===== config.mk =====
export PLATFORM = sky130hd
export DESIGN_NAME = finger_tracker
export DESIGN_NICKNAME = d
export VERILOG_FILES = /design/src/rtl/finger_pkg.sv /design/src/rtl/finger_tracker_seq_divider.sv /design/src/rtl/finger_tracker.sv
export SDC_FILE = /design/constraint.sdc
export NUM_CORES = 1
export LEC_CHECK = 0
export ABC_AREA = 1
export BUFFER_PORTS_ARGS = -buffer_cell sky130_fd_sc_hd__buf_2
export CAP_MARGIN = 20
export CELL_PAD_IN_SITES_DETAIL_PLACEMENT = 2
export CELL_PAD_IN_SITES_GLOBAL_PLACEMENT = 2
export CORE_MARGIN = 10
export CORE_UTILIZATION = 25
export CTS_BUF_LIST = sky130_fd_sc_hd__clkbuf_2
export CTS_CLUSTER_SIZE = 12
export DETAILED_ROUTE_END_ITERATION = 7
export GPL_TIMING_DRIVEN = 0
export HOLD_SLACK_MARGIN = 0.03
export PLACE_DENSITY = 0.64
export SKIP_CTS_REPAIR_TIMING = 1
export SLEW_MARGIN = 10
export SYNTH_ARGS = -nofsm -noshare
export SYNTH_HDL_FRONTEND = slang
export SYNTH_SLANG_ARGS = --single-unit
export TNS_END_PERCENT = 10

===== constraint.sdc =====
create_clock -name clk -period 3.5 [get_ports clk]
set_input_delay 0.7 -clock clk [delete_from_list [all_inputs] [get_ports clk]]
set_output_delay 0.7 -clock clk [all_outputs]
set_load 0.1 [all_outputs]

===== src/rtl/finger_pkg.sv =====
// Shared widths, frame defaults, tracker state encoding and the IIR step helper.
package finger_pkg;

    localparam int ADDR_W     = 20;
    localparam int COORD_W    = 11;
    localparam int WIDTH_DEF  = 640;
    localparam int HEIGHT_DEF = 480;

    typedef enum logic [1:0] {
        IDLE   = 2'd0,
        DIVIDE = 2'd1,
        FILTER = 2'd2,
        UPDATE = 2'd3
    } state_t;

    // One smoothing step: move f towards raw by (raw - f) >>> shift.
    // The result always lies between f and raw, so it stays inside the frame.
    function automatic logic [COORD_W-1:0] iir_step(
        input logic [COORD_W-1:0] f,
        input logic [COORD_W-1:0] raw,
        input int                 shift
    );
        logic signed [COORD_W:0] diff;
        logic signed [COORD_W:0] adj;
        logic signed [COORD_W:0] sum;
        diff = $signed({1'b0, raw}) - $signed({1'b0, f});
        adj  = diff >>> shift;
        sum  = $signed({1'b0, f}) + adj;
        return sum[COORD_W-1:0];
    endfunction

endpackage


===== src/rtl/finger_tracker_seq_divider.sv =====
// Restoring divider, one quotient bit per cycle. The first step is taken in
// the start cycle itself, so done rises exactly N cycles after start.
module seq_divider
    import finger_pkg::*;
#(
    parameter int N   = ADDR_W,
    parameter int D   = COORD_W,
    parameter int Q_W = COORD_W
) (
    input  logic           clk,
    input  logic           reset_n,
    input  logic           i_start,
    input  logic [N-1:0]   i_dividend,
    input  logic [D-1:0]   i_divisor,
    output logic           o_done,
    output logic [Q_W-1:0] o_quotient,
    output logic [D-1:0]   o_remainder
);

    localparam int CNT_W = $clog2(N);

    logic [D-1:0]     r_rem;
    logic [N-1:0]     r_quo;
    logic [CNT_W-1:0] r_cnt;
    logic             r_active;
    logic             r_done;

    logic [D-1:0] w_rem_in;
    logic [N-1:0] w_quo_in;
    logic [D:0]   w_trial;
    logic [D:0]   w_diff;
    logic         w_ge;
    logic [D-1:0] w_rem_nxt;
    logic [N-1:0] w_quo_nxt;

    // One restoring step on either the fresh operands or the running state.
    always_comb begin
        w_rem_in  = i_start ? '0 : r_rem;
        w_quo_in  = i_start ? i_dividend : r_quo;
        w_trial   = {w_rem_in, w_quo_in[N-1]};
        w_ge      = (w_trial >= {1'b0, i_divisor});
        w_diff    = w_trial - {1'b0, i_divisor};
        w_rem_nxt = w_ge ? w_diff[D-1:0] : w_trial[D-1:0];
        w_quo_nxt = {w_quo_in[N-2:0], w_ge};
    end

    // Iteration counter and one-cycle done strobe after the last step.
    always_ff @(posedge clk or negedge reset_n) begin
        if (!reset_n) begin
            r_rem    <= '0;
            r_quo    <= '0;
            r_cnt    <= '0;
            r_active <= 1'b0;
            r_done   <= 1'b0;
        end else begin
            r_done <= 1'b0;
            if (i_start) begin
                r_rem    <= w_rem_nxt;
                r_quo    <= w_quo_nxt;
                r_cnt    <= CNT_W'(N - 1);
                r_active <= 1'b1;
            end else if (r_active) begin
                r_rem <= w_rem_nxt;
                r_quo <= w_quo_nxt;
                r_cnt <= r_cnt - 1'b1;
                if (r_cnt == CNT_W'(1)) begin
                    r_active <= 1'b0;
                    r_done   <= 1'b1;
                end
            end
        end
    end

    assign o_done      = r_done;
    assign o_quotient  = r_quo[Q_W-1:0];
    assign o_remainder = r_rem;

endmodule


===== src/rtl/finger_tracker.sv =====
// Finger position tracker: converts a linear pixel index into a mirrored,
// IIR-smoothed (x, y) once per camera frame and drops tracking after
// LOST_FRAMES consecutive misses.
//
// state  | meaning
// IDLE   | waiting for a rising frame_sync
// DIVIDE | divider splitting pos_in into row / column
// FILTER | smoothing new coordinates into x_out / y_out
// UPDATE | update_pulse high for this single cycle
module finger_tracker
    import finger_pkg::*;
#(
    parameter int WIDTH       = WIDTH_DEF,
    parameter int HEIGHT      = HEIGHT_DEF,
    parameter int AVG_SHIFT   = 2,
    parameter int LOST_FRAMES = 8
) (
    input  logic               clk,
    input  logic               reset_n,
    input  logic               frame_sync,
    input  logic [ADDR_W-1:0]  pos_in,
    input  logic               found_in,
    output logic [COORD_W-1:0] x_out,
    output logic [COORD_W-1:0] y_out,
    output logic               valid_out,
    output logic               update_pulse,
    output logic               busy
);

    localparam logic [ADDR_W-1:0]  PIX_COUNT = ADDR_W'(WIDTH * HEIGHT);
    localparam logic [COORD_W-1:0] DIVISOR   = COORD_W'(WIDTH);
    localparam logic [COORD_W-1:0] X_MAX     = COORD_W'(WIDTH - 1);
    localparam int                 LOST_W    = $clog2(LOST_FRAMES + 1);
    localparam logic [LOST_W-1:0]  LOST_MAX  = LOST_W'(LOST_FRAMES);

    state_t             r_state;
    logic               r_fs_prev;
    logic               r_armed;
    logic [LOST_W-1:0]  r_lost;

    logic               w_edge;
    logic               w_hit;
    logic               w_start;
    logic               w_div_done;
    logic [COORD_W-1:0] w_div_quo;
    logic [COORD_W-1:0] w_div_rem;
    logic [COORD_W-1:0] w_x_raw;
    logic [LOST_W-1:0]  w_lost_inc;

    // r_armed blocks an edge when frame_sync is already high coming out of reset.
    assign w_edge     = frame_sync & ~r_fs_prev & r_armed;
    assign w_hit      = found_in & (pos_in < PIX_COUNT);
    assign w_start    = (r_state == IDLE) & w_edge & w_hit;
    assign w_x_raw    = X_MAX - w_div_rem;
    assign w_lost_inc = (r_lost == LOST_MAX) ? r_lost : r_lost + LOST_W'(1);
    assign busy       = (r_state != IDLE);

    seq_divider #(
        .N   (ADDR_W),
        .D   (COORD_W),
        .Q_W (COORD_W)
    ) u_div (
        .clk         (clk),
        .reset_n     (reset_n),
        .i_start     (w_start),
        .i_dividend  (pos_in),
        .i_divisor   (DIVISOR),
        .o_done      (w_div_done),
        .o_quotient  (w_div_quo),
        .o_remainder (w_div_rem)
    );

    // Previous frame_sync level and arming once it has been seen low.
    always_ff @(posedge clk or negedge reset_n) begin
        if (!reset_n) begin
            r_fs_prev <= 1'b0;
            r_armed   <= 1'b0;
        end else begin
            r_fs_prev <= frame_sync;
            if (!frame_sync) begin
                r_armed <= 1'b1;
            end
        end
    end

    // Tracker FSM with registered coordinates, valid flag and update strobe.
    always_ff @(posedge clk or negedge reset_n) begin
        if (!reset_n) begin
            r_state      <= IDLE;
            r_lost       <= '0;
            x_out        <= '0;
            y_out        <= '0;
            valid_out    <= 1'b0;
            update_pulse <= 1'b0;
        end else begin
            update_pulse <= 1'b0;
            case (r_state)
                IDLE: begin
                    if (w_edge) begin
                        if (w_hit) begin
                            r_state <= DIVIDE;
                        end else begin
                            r_lost       <= w_lost_inc;
                            update_pulse <= 1'b1;
                            r_state      <= UPDATE;
                            if (w_lost_inc == LOST_MAX) begin
                                valid_out <= 1'b0;
                            end
                        end
                    end
                end
                DIVIDE: begin
                    if (w_div_done) begin
                        r_state <= FILTER;
                    end
                end
                FILTER: begin
                    if (valid_out) begin
                        x_out <= iir_step(x_out, w_x_raw, AVG_SHIFT);
                        y_out <= iir_step(y_out, w_div_quo, AVG_SHIFT);
                    end else begin
                        x_out <= w_x_raw;
                        y_out <= w_div_quo;
                    end
                    valid_out    <= 1'b1;
                    r_lost       <= '0;
                    update_pulse <= 1'b1;
                    r_state      <= UPDATE;
                end
                UPDATE: begin
                    r_state <= IDLE;
                end
                default: begin
                    r_state <= IDLE;
                end
            endcase
        end
    end

endmodule


=== Yosys cells after proc, flatten, opt, wreduce, memory -nomap -nowiden ===
Index checks and enable logic that the tools add are counted.

* Flip-flop bits (word level): 70
* Bits in latches: 0
* RAM bits: 0
* ROM bits: 0
* Input bits: 24
* Output and inout port bits: 25
* Logic and storage cells: 78
* Memories: 0

* Add/sub/neg operators: 8
* Multipliers: 0
* Divide/modulo/power cells: 0
* $lt $le $gt $ge: 2
* Equality and inequality tests: 10
* Shift operators: 0
* Multiplexer cells: 32
* Bitwise gates (word level): 6
* Reductions and logical operators: 7

{| class="wikitable"
|+ Operators with widths
! cell !! number
|-
| $mux W11 || 6
|-
| $mux W20 || 3
|-
| $sub A11 B11 Y12 || 2
|-
| $add A11 B10 Y11 || 2
|-
| $lt A20 B19 Y1 const B || 1
|-
| $ge A12 B10 Y1 const B || 1
|-
| $mux W4 || 3
|-
| $mux W1 || 11
|-
| $sub A10 B11 Y11 const A || 1
|-
| $sub A11 B10 Y11 const B || 1
|-
| $mux W5 || 2
|-
| $eq A4 B4 Y1 const B || 2
|-
| $pmux W2 S4 || 1
|-
| $pmux W4 S2 || 1
|-
| $mux W2 || 3
|-
| $reduce_bool A2 Y1 || 3
|-
| $and A1 B1 Y1 || 5
|-
| $eq A5 B1 Y1 const B || 1
|-
| $sub A5 B1 Y5 const B || 1
|-
| $add A4 B1 Y4 const B || 1
|-
| $eq A2 B2 Y1 const B || 2
|-
| $ne A2 B1 Y1 const B || 2
|-
| $ne A2 B2 Y1 const B || 2
|-
| $pmux W1 S2 || 2
|-
| other kinds (6) || 6
|}

=== Longest topological paths before layout ===
* Depth after elaboration: 10
* Mapped depth: 21
* Gate-level depth less buffers: 21

=== Hierarchy ===
A second synthesis with hierarchy kept.

* Cells, all modules: 878
* Area total of the unflattened synthesis: 6,147.1 sq um

{| class="wikitable"
|+ Modules (own cells, without submodules)
! module !! instances !! cells each !! area an instance (sq um) !! seq. area each (sq um)
|-
| finger_tracker || 1 || 549 || 3,656.0 || 800.8
|-
| seq_divider || 1 || 329 || 2,491.1 || 950.9
|}

=== Worst setup path before layout ===
OpenSTA, ideal clock, no wires.

* Kind: reg2reg
* Start: register y_out[2]
* End: register y_out[9]
* Arrival time: 3,274 ps
* Path slack: 91 ps
* Stages on the path, launching flop included: 21
* Path buffers: 0
* Path through: dfrtp_1 inv_1 ha_1 a21oi_1 o21ai_2 inv_1 nor2_1 nor2_1 inv_1 nand2_1 nand2_1 xnor2_1 inv_1 ha_1 nand2_1 nor3_1 o21ai_0 nand3_1 nor2_1 o21ai_0 o21ai_0

* Longest elaborated chain between the ends: 3

{| class="wikitable"
|+ Ends and longest elaborated chain
! item !! line !! text
|-
| start: declaration || finger_tracker.sv:24 || <nowiki>output logic [COORD_W-1:0] y_out,</nowiki>
|-
| start signal: assignment || finger_tracker.sv:120 || <nowiki>y_out <= iir_step(y_out, w_div_quo, AVG_SHIFT);</nowiki>
|-
| start signal: assignment || finger_tracker.sv:123 || <nowiki>y_out <= w_div_quo;</nowiki>
|-
| $sub A11 B11 Y12 || finger_pkg.sv:26 || <nowiki>diff = $signed({1'b0, raw}) - $signed({1'b0, f});</nowiki>
|-
| $add A11 B10 Y11 * || finger_pkg.sv:28 || <nowiki>sum = $signed({1'b0, f}) + adj;</nowiki>
|-
| $mux W11 * || finger_tracker.sv:118 || <nowiki>if (valid_out) begin</nowiki>
|}

Every way passes the cells marked *; elsewhere a longest branch is shown, timed or not.
A chain may end at the register's enable or synchronous reset.

=== Final worst setup path ===
* Start: register u_div.r_quo[2]
* End: register y_out[6]

* Longest elaborated chain between the ends: 3

{| class="wikitable"
|+ Ends and longest elaborated chain
! item !! line !! text
|-
| start: declaration || finger_tracker_seq_divider.sv:23 || <nowiki>logic [N-1:0] r_quo;</nowiki>
|-
| start signal: assignment || finger_tracker_seq_divider.sv:59 || <nowiki>r_quo <= w_quo_nxt;</nowiki>
|-
| start signal: assignment || finger_tracker_seq_divider.sv:64 || <nowiki>r_quo <= w_quo_nxt;</nowiki>
|-
| $sub A11 B11 Y12 || finger_pkg.sv:26 ||
|-
| $add A11 B10 Y11 || finger_pkg.sv:28 ||
|-
| $mux W11 || finger_tracker.sv:118 ||
|}

No other way between the ends.

==> report_table.html <==
<table>
<tr><th>Metric</th><th>Value</th></tr>
<tr><th colspan="2">Floorplanning</th></tr>
<tr><td>Initial Utilization</td><td>25.5%</td></tr>
<tr><td>Overall die area</td><td>27800 sq um</td></tr>
<tr><td>Io pins</td><td>49</td></tr>
<tr><td>Count of standard-cell rows</td><td>53</td></tr>
<tr><td>Core box area</td><td>21100 sq um</td></tr>
<tr><td>Floorplan die height</td><td>167 microns</td></tr>
<tr><td>Horizontal die dimension</td><td>167 microns</td></tr>
<tr><th colspan="2">Setup path</th></tr>
<tr><td>Worst Path Buf+Inv</td><td>3</td></tr>
<tr><td>Family with the most delay on the worst path</td><td>compound AO/OA/AOI/OAI gates</td></tr>
<tr><td>Path length in cells of the critical path</td><td>17</td></tr>
<tr><td>Cell with the largest stage delay on the worst path</td><td>sky130_fd_sc_hd__dfrtp_2</td></tr>
<tr><td>Endpoint kind of the worst setup timing path</td><td>flip-flop</td></tr>
<tr><td>WS Path Type</td><td>flip-flop to flip-flop</td></tr>
<tr><td>Startpoint kind of the worst setup timing path</td><td>flip-flop</td></tr>
<tr><td>Arrival time of data at the critical path endpoint</td><td>3.71 ns</td></tr>
<tr><td>Length in cells of the worst reg-to-reg path</td><td>17</td></tr>
<tr><td>Crit-path max FO</td><td>5</td></tr>
<tr><td>Worst path max stage delay</td><td>0.49 ns</td></tr>
<tr><td>Critical Path RT</td><td>4.00 ns</td></tr>
<tr><td>Crit-path cells</td><td>ha_1 &gt; a21oi_2 &gt; o21ai_4 &gt; inv_1 &gt; nor2_1 &gt; nor2_2 &gt; inv_1 &gt; a21oi_1 &gt; xnor2_1 &gt; ha_1 &gt; nand2_1 &gt; nand2_1 &gt; inv_1 &gt; o21ai_0 &gt; xor2_1 &gt; o21ai_0 &gt; o21ai_0</td></tr>
<tr><th colspan="2">Global routing</th></tr>
<tr><td>Gr busiest metal</td><td>met2</td></tr>
<tr><td>Global router's overall resource usage</td><td>14.1%</td></tr>
<tr><td>GR Util met1</td><td>18.6%</td></tr>
<tr><td>Met2 Resource Use GR</td><td>23.1%</td></tr>
<tr><td>Via count of the first global-routing pass</td><td>5777</td></tr>
<tr><td>Grt ovf</td><td>0</td></tr>
<tr><td>Number of antenna violations at the first check in global routing</td><td>1</td></tr>
<tr><td>Met3 Track Usage GR</td><td>1.91%</td></tr>
<tr><td>Maximum number of pins on one net before global-route repair</td><td>51</td></tr>
<tr><td>Wire length of the first global-routing pass</td><td>32000 microns</td></tr>
<tr><th colspan="2">Synthesis</th></tr>
<tr><td>Synthesis-stage register bit count</td><td>70</td></tr>
<tr><td>Synth top area share</td><td>32.5%</td></tr>
<tr><td>Post-synthesis cell count</td><td>731</td></tr>
<tr><td>Leading register cell type out of synthesis</td><td>sky130_fd_sc_hd__dfrtp_1</td></tr>
<tr><td>Post-synthesis sequential area ratio</td><td>32.5%</td></tr>
<tr><td>Netlist area before placement</td><td>5390 sq um</td></tr>
<tr><td>Average footprint of a synthesized cell</td><td>7.37 sq um</td></tr>
<tr><td>Number of nets produced by synthesis</td><td>808</td></tr>
<tr><td>Number of synthesized flops with an enable pin</td><td>0</td></tr>
<tr><td>Cell accounting for the most synthesized area</td><td>sky130_fd_sc_hd__dfrtp_1</td></tr>
<tr><td>Distinct cell type count of the synthesized netlist</td><td>41</td></tr>
<tr><td>Number of warning messages in the yosys log</td><td>0</td></tr>
<tr><td>Share of synthesized flip-flops with an asynchronous set or reset</td><td>100%</td></tr>
<tr><td>Top cells by area in the synthesized netlist</td><td>sky130_fd_sc_hd__dfrtp_1 (33%), sky130_fd_sc_hd__ha_1 (12%), sky130_fd_sc_hd__nand2_1 (11%), sky130_fd_sc_hd__inv_1 (7.9%), sky130_fd_sc_hd__nand3_1 (5.8%)</td></tr>
<tr><th colspan="2">Cells and area</th></tr>
<tr><td>Net count reported at finish</td><td>877</td></tr>
<tr><td>Layout cell share with drive strength beyond 1</td><td>13.8%</td></tr>
<tr><td>Fill cell count</td><td>2539</td></tr>
<tr><td>P&amp;R area growth vs syn</td><td>16.5%</td></tr>
<tr><td>Most common cell after layout, fill and taps aside</td><td>sky130_fd_sc_hd__nand2_1</td></tr>
<tr><td>Highest-count cells in the layout ignoring fill and taps</td><td>sky130_fd_sc_hd__nand2_1 (160), sky130_fd_sc_hd__inv_1 (114), sky130_fd_sc_hd__dfrtp_1 (66)</td></tr>
<tr><th colspan="2">Timing</th></tr>
<tr><td>Setup ws final</td><td>0.297 ns</td></tr>
<tr><td>Final Max Tran Viols</td><td>0</td></tr>
<tr><td>Relative max-transition margin</td><td>51.0%</td></tr>
<tr><td>Peak Freq</td><td>0.312 GHz</td></tr>
<tr><td>Worst slew pin tran</td><td>0.736 ns</td></tr>
<tr><td>Number of setup violations in the final report</td><td>0</td></tr>
<tr><td>Largest clock skew in the final design</td><td>0.0317 ns</td></tr>
<tr><td>Post-layout minimum cycle time</td><td>3.20 ns</td></tr>
<tr><td>Hold Violations, Final</td><td>0</td></tr>
<tr><td>Final clock period utilization by the worst path</td><td>91.5%</td></tr>
<tr><th colspan="2">Routing</th></tr>
<tr><td>Average detailed-routed wire length per instance</td><td>18.2 microns</td></tr>
<tr><td>Iter 0 DRT Violations</td><td>164</td></tr>
<tr><td>Post-Route WL</td><td>19700 microns</td></tr>
<tr><td>Post-route DRC violation count</td><td>0</td></tr>
<tr><td>Router iterations before antenna repair</td><td>4</td></tr>
<tr><td>Total via count after detailed routing</td><td>5206</td></tr>
<tr><td>Number of antenna-violating nets in the routed design</td><td>0</td></tr>
<tr><td>Vias per cell</td><td>4.82</td></tr>
<tr><th colspan="2">Hold path</th></tr>
<tr><td>Number of stages on the worst hold path</td><td>1</td></tr>
<tr><td>Worst min path class</td><td>input pin to flip-flop</td></tr>
<tr><th colspan="2">Placed design</th></tr>
<tr><td>Gpl congestion</td><td>0.812</td></tr>
<tr><td>Post-Place Setup Slack</td><td>0.0768 ns</td></tr>
<tr><td>Input/output buffers</td><td>48</td></tr>
<tr><td>Post-detailed-placement half-perimeter wirelength</td><td>15900 microns</td></tr>
<tr><th colspan="2">Clock tree</th></tr>
<tr><td>H-Tree Depth</td><td>3</td></tr>
<tr><td>Clock-pin slew of the registers on the worst-case setup and hold paths</td><td>0.22 ns</td></tr>
<tr><td>Clock sink count</td><td>70</td></tr>
<tr><td>Number of buffers created by CTS</td><td>9</td></tr>
<tr><td>Clock root cell</td><td>sky130_fd_sc_hd__clkbuf_2</td></tr>
<tr><td>CTS tree</td><td>yes</td></tr>
<tr><td>Clock latency on the worst-skew pair</td><td>0.59 ns</td></tr>
<tr><td>CTS Buffer Depth</td><td>2</td></tr>
<tr><th colspan="2">Job</th></tr>
<tr><td>Maximum capacitance violations</td><td>0</td></tr>
<tr><th colspan="2">Run status</th></tr>
<tr><td>Run status</td><td>finished, final reports clean</td></tr>
</table>
==> final timing paths <==
path / startpoint / end / slack, ns
worst max register to register: u_div.r_quo[2] / y_out[6] / 0.30
worst min register to register: r_armed / r_armed / 0.50
max in group asynchronous: reset_n / u_div.r_quo[2] / 2.39
worst min-delay path: frame_sync / r_fs_prev / 0.22
worst max-delay path: u_div.r_quo[2] / y_out[6] / 0.30
min in group asynchronous: reset_n / x_out[8] / 0.52
==> per-layer routing <==
metal	share of wire [%]	vias up	wire [microns]
met3	1.5	23	294
met2	47	46	9290
met4	2.0	0	401
met1	49	2587	9680
met5	0	-	0
li1	-	2550	-
==> flip-flops by register name (all words and copies together), names as in the netlist <==
signal / flops
u_div.r_quo: 20
u_div.o_remainder: 11
x_out: 11
y_out: 11
u_div.r_cnt: 5
r_lost: 4
r_state: 2
r_armed: 1
r_fs_prev: 1
u_div.o_done: 1
u_div.r_active: 1
update_pulse: 1
valid_out: 1
==> cells in the mapped netlist (2+ instances only) <==
cell and count:
sky130_fd_sc_hd__buf_6 3, sky130_fd_sc_hd__o21ai_0 54, sky130_fd_sc_hd__inv_1 114, sky130_fd_sc_hd__a21oi_1 47
sky130_fd_sc_hd__nand2_1 162, sky130_fd_sc_hd__nor3_1 3, sky130_fd_sc_hd__nand3_1 62, sky130_fd_sc_hd__xor2_1 20
sky130_fd_sc_hd__buf_2 6, sky130_fd_sc_hd__fa_1 2, sky130_fd_sc_hd__a22oi_1 4, sky130_fd_sc_hd__buf_1 4
sky130_fd_sc_hd__nand3_2 3, sky130_fd_sc_hd__a31oi_1 3, sky130_fd_sc_hd__o211ai_1 17, sky130_fd_sc_hd__nand2_4 2
sky130_fd_sc_hd__a21o_1 2, sky130_fd_sc_hd__nor2_1 37, sky130_fd_sc_hd__ha_1 51, sky130_fd_sc_hd__nand4_1 8
sky130_fd_sc_hd__o311ai_0 3, sky130_fd_sc_hd__clkbuf_1 8, sky130_fd_sc_hd__dfrtp_1 70, sky130_fd_sc_hd__o311ai_1 2
sky130_fd_sc_hd__o22ai_1 7, sky130_fd_sc_hd__xnor2_1 14, sky130_fd_sc_hd__o21bai_1 8, sky130_fd_sc_hd__inv_2 2
==> final cells by class <==
| type | instances | area [sq um] | area share, % |
|---|---|---|---|
| multi-input combinational | 522 | 3140 | 50.1 |
| inverter | 117 | 439 | 7.00 |
| tap | 275 | 344 | 5.48 |
| clock inverter | 7 | 88.8 | 1.42 |
| antenna | 1 | 2.50 | 0.0399 |
| buffer | 22 | 116 | 1.85 |
| clock buffer | 9 | 45.0 | 0.718 |
| sequential | 70 | 1760 | 28.0 |
| timing repair buffer | 58 | 340 | 5.42 |
==> stage by stage <==
stage | area (sq um) | hold WS (ns) | utilization, % | cells | TNS, ns
6_report | 6270 | 0.222 | 29.7 | 1081 | 0
3_5_place_dp | 6000 | 0.463 | 28.5 | 1055 | 0
2_1_floorplan | 5390 | 0.404 | - | 731 | 0
4_1_cts | 6130 | -0.0563 | 29.1 | 1071 | 0
3_3_place_gp | 5970 | 0.453 | 28.3 | 1054 | 0
5_1_grt | 6270 | 0.156 | 29.7 | 1081 | -0.0198
==> kinds of logic (layout without fill, tap and decap cells) <==
group	Yosys count	after routing	share of synthesized area, %
AO/OA/AOI/OAI	151	151	16.3
flip-flops	70	70	32.5
adder cells (fa/ha/maj)	53	53	12.6
XOR/XNOR	34	34	5.53
other	0	1	0
buffers and inverters	139	213	10.3
AND/OR/NAND/NOR	284	284	22.8
Power is not shown: default switching activity piles up to over one toggle a cycle in this logic, so the estimate is an artifact.
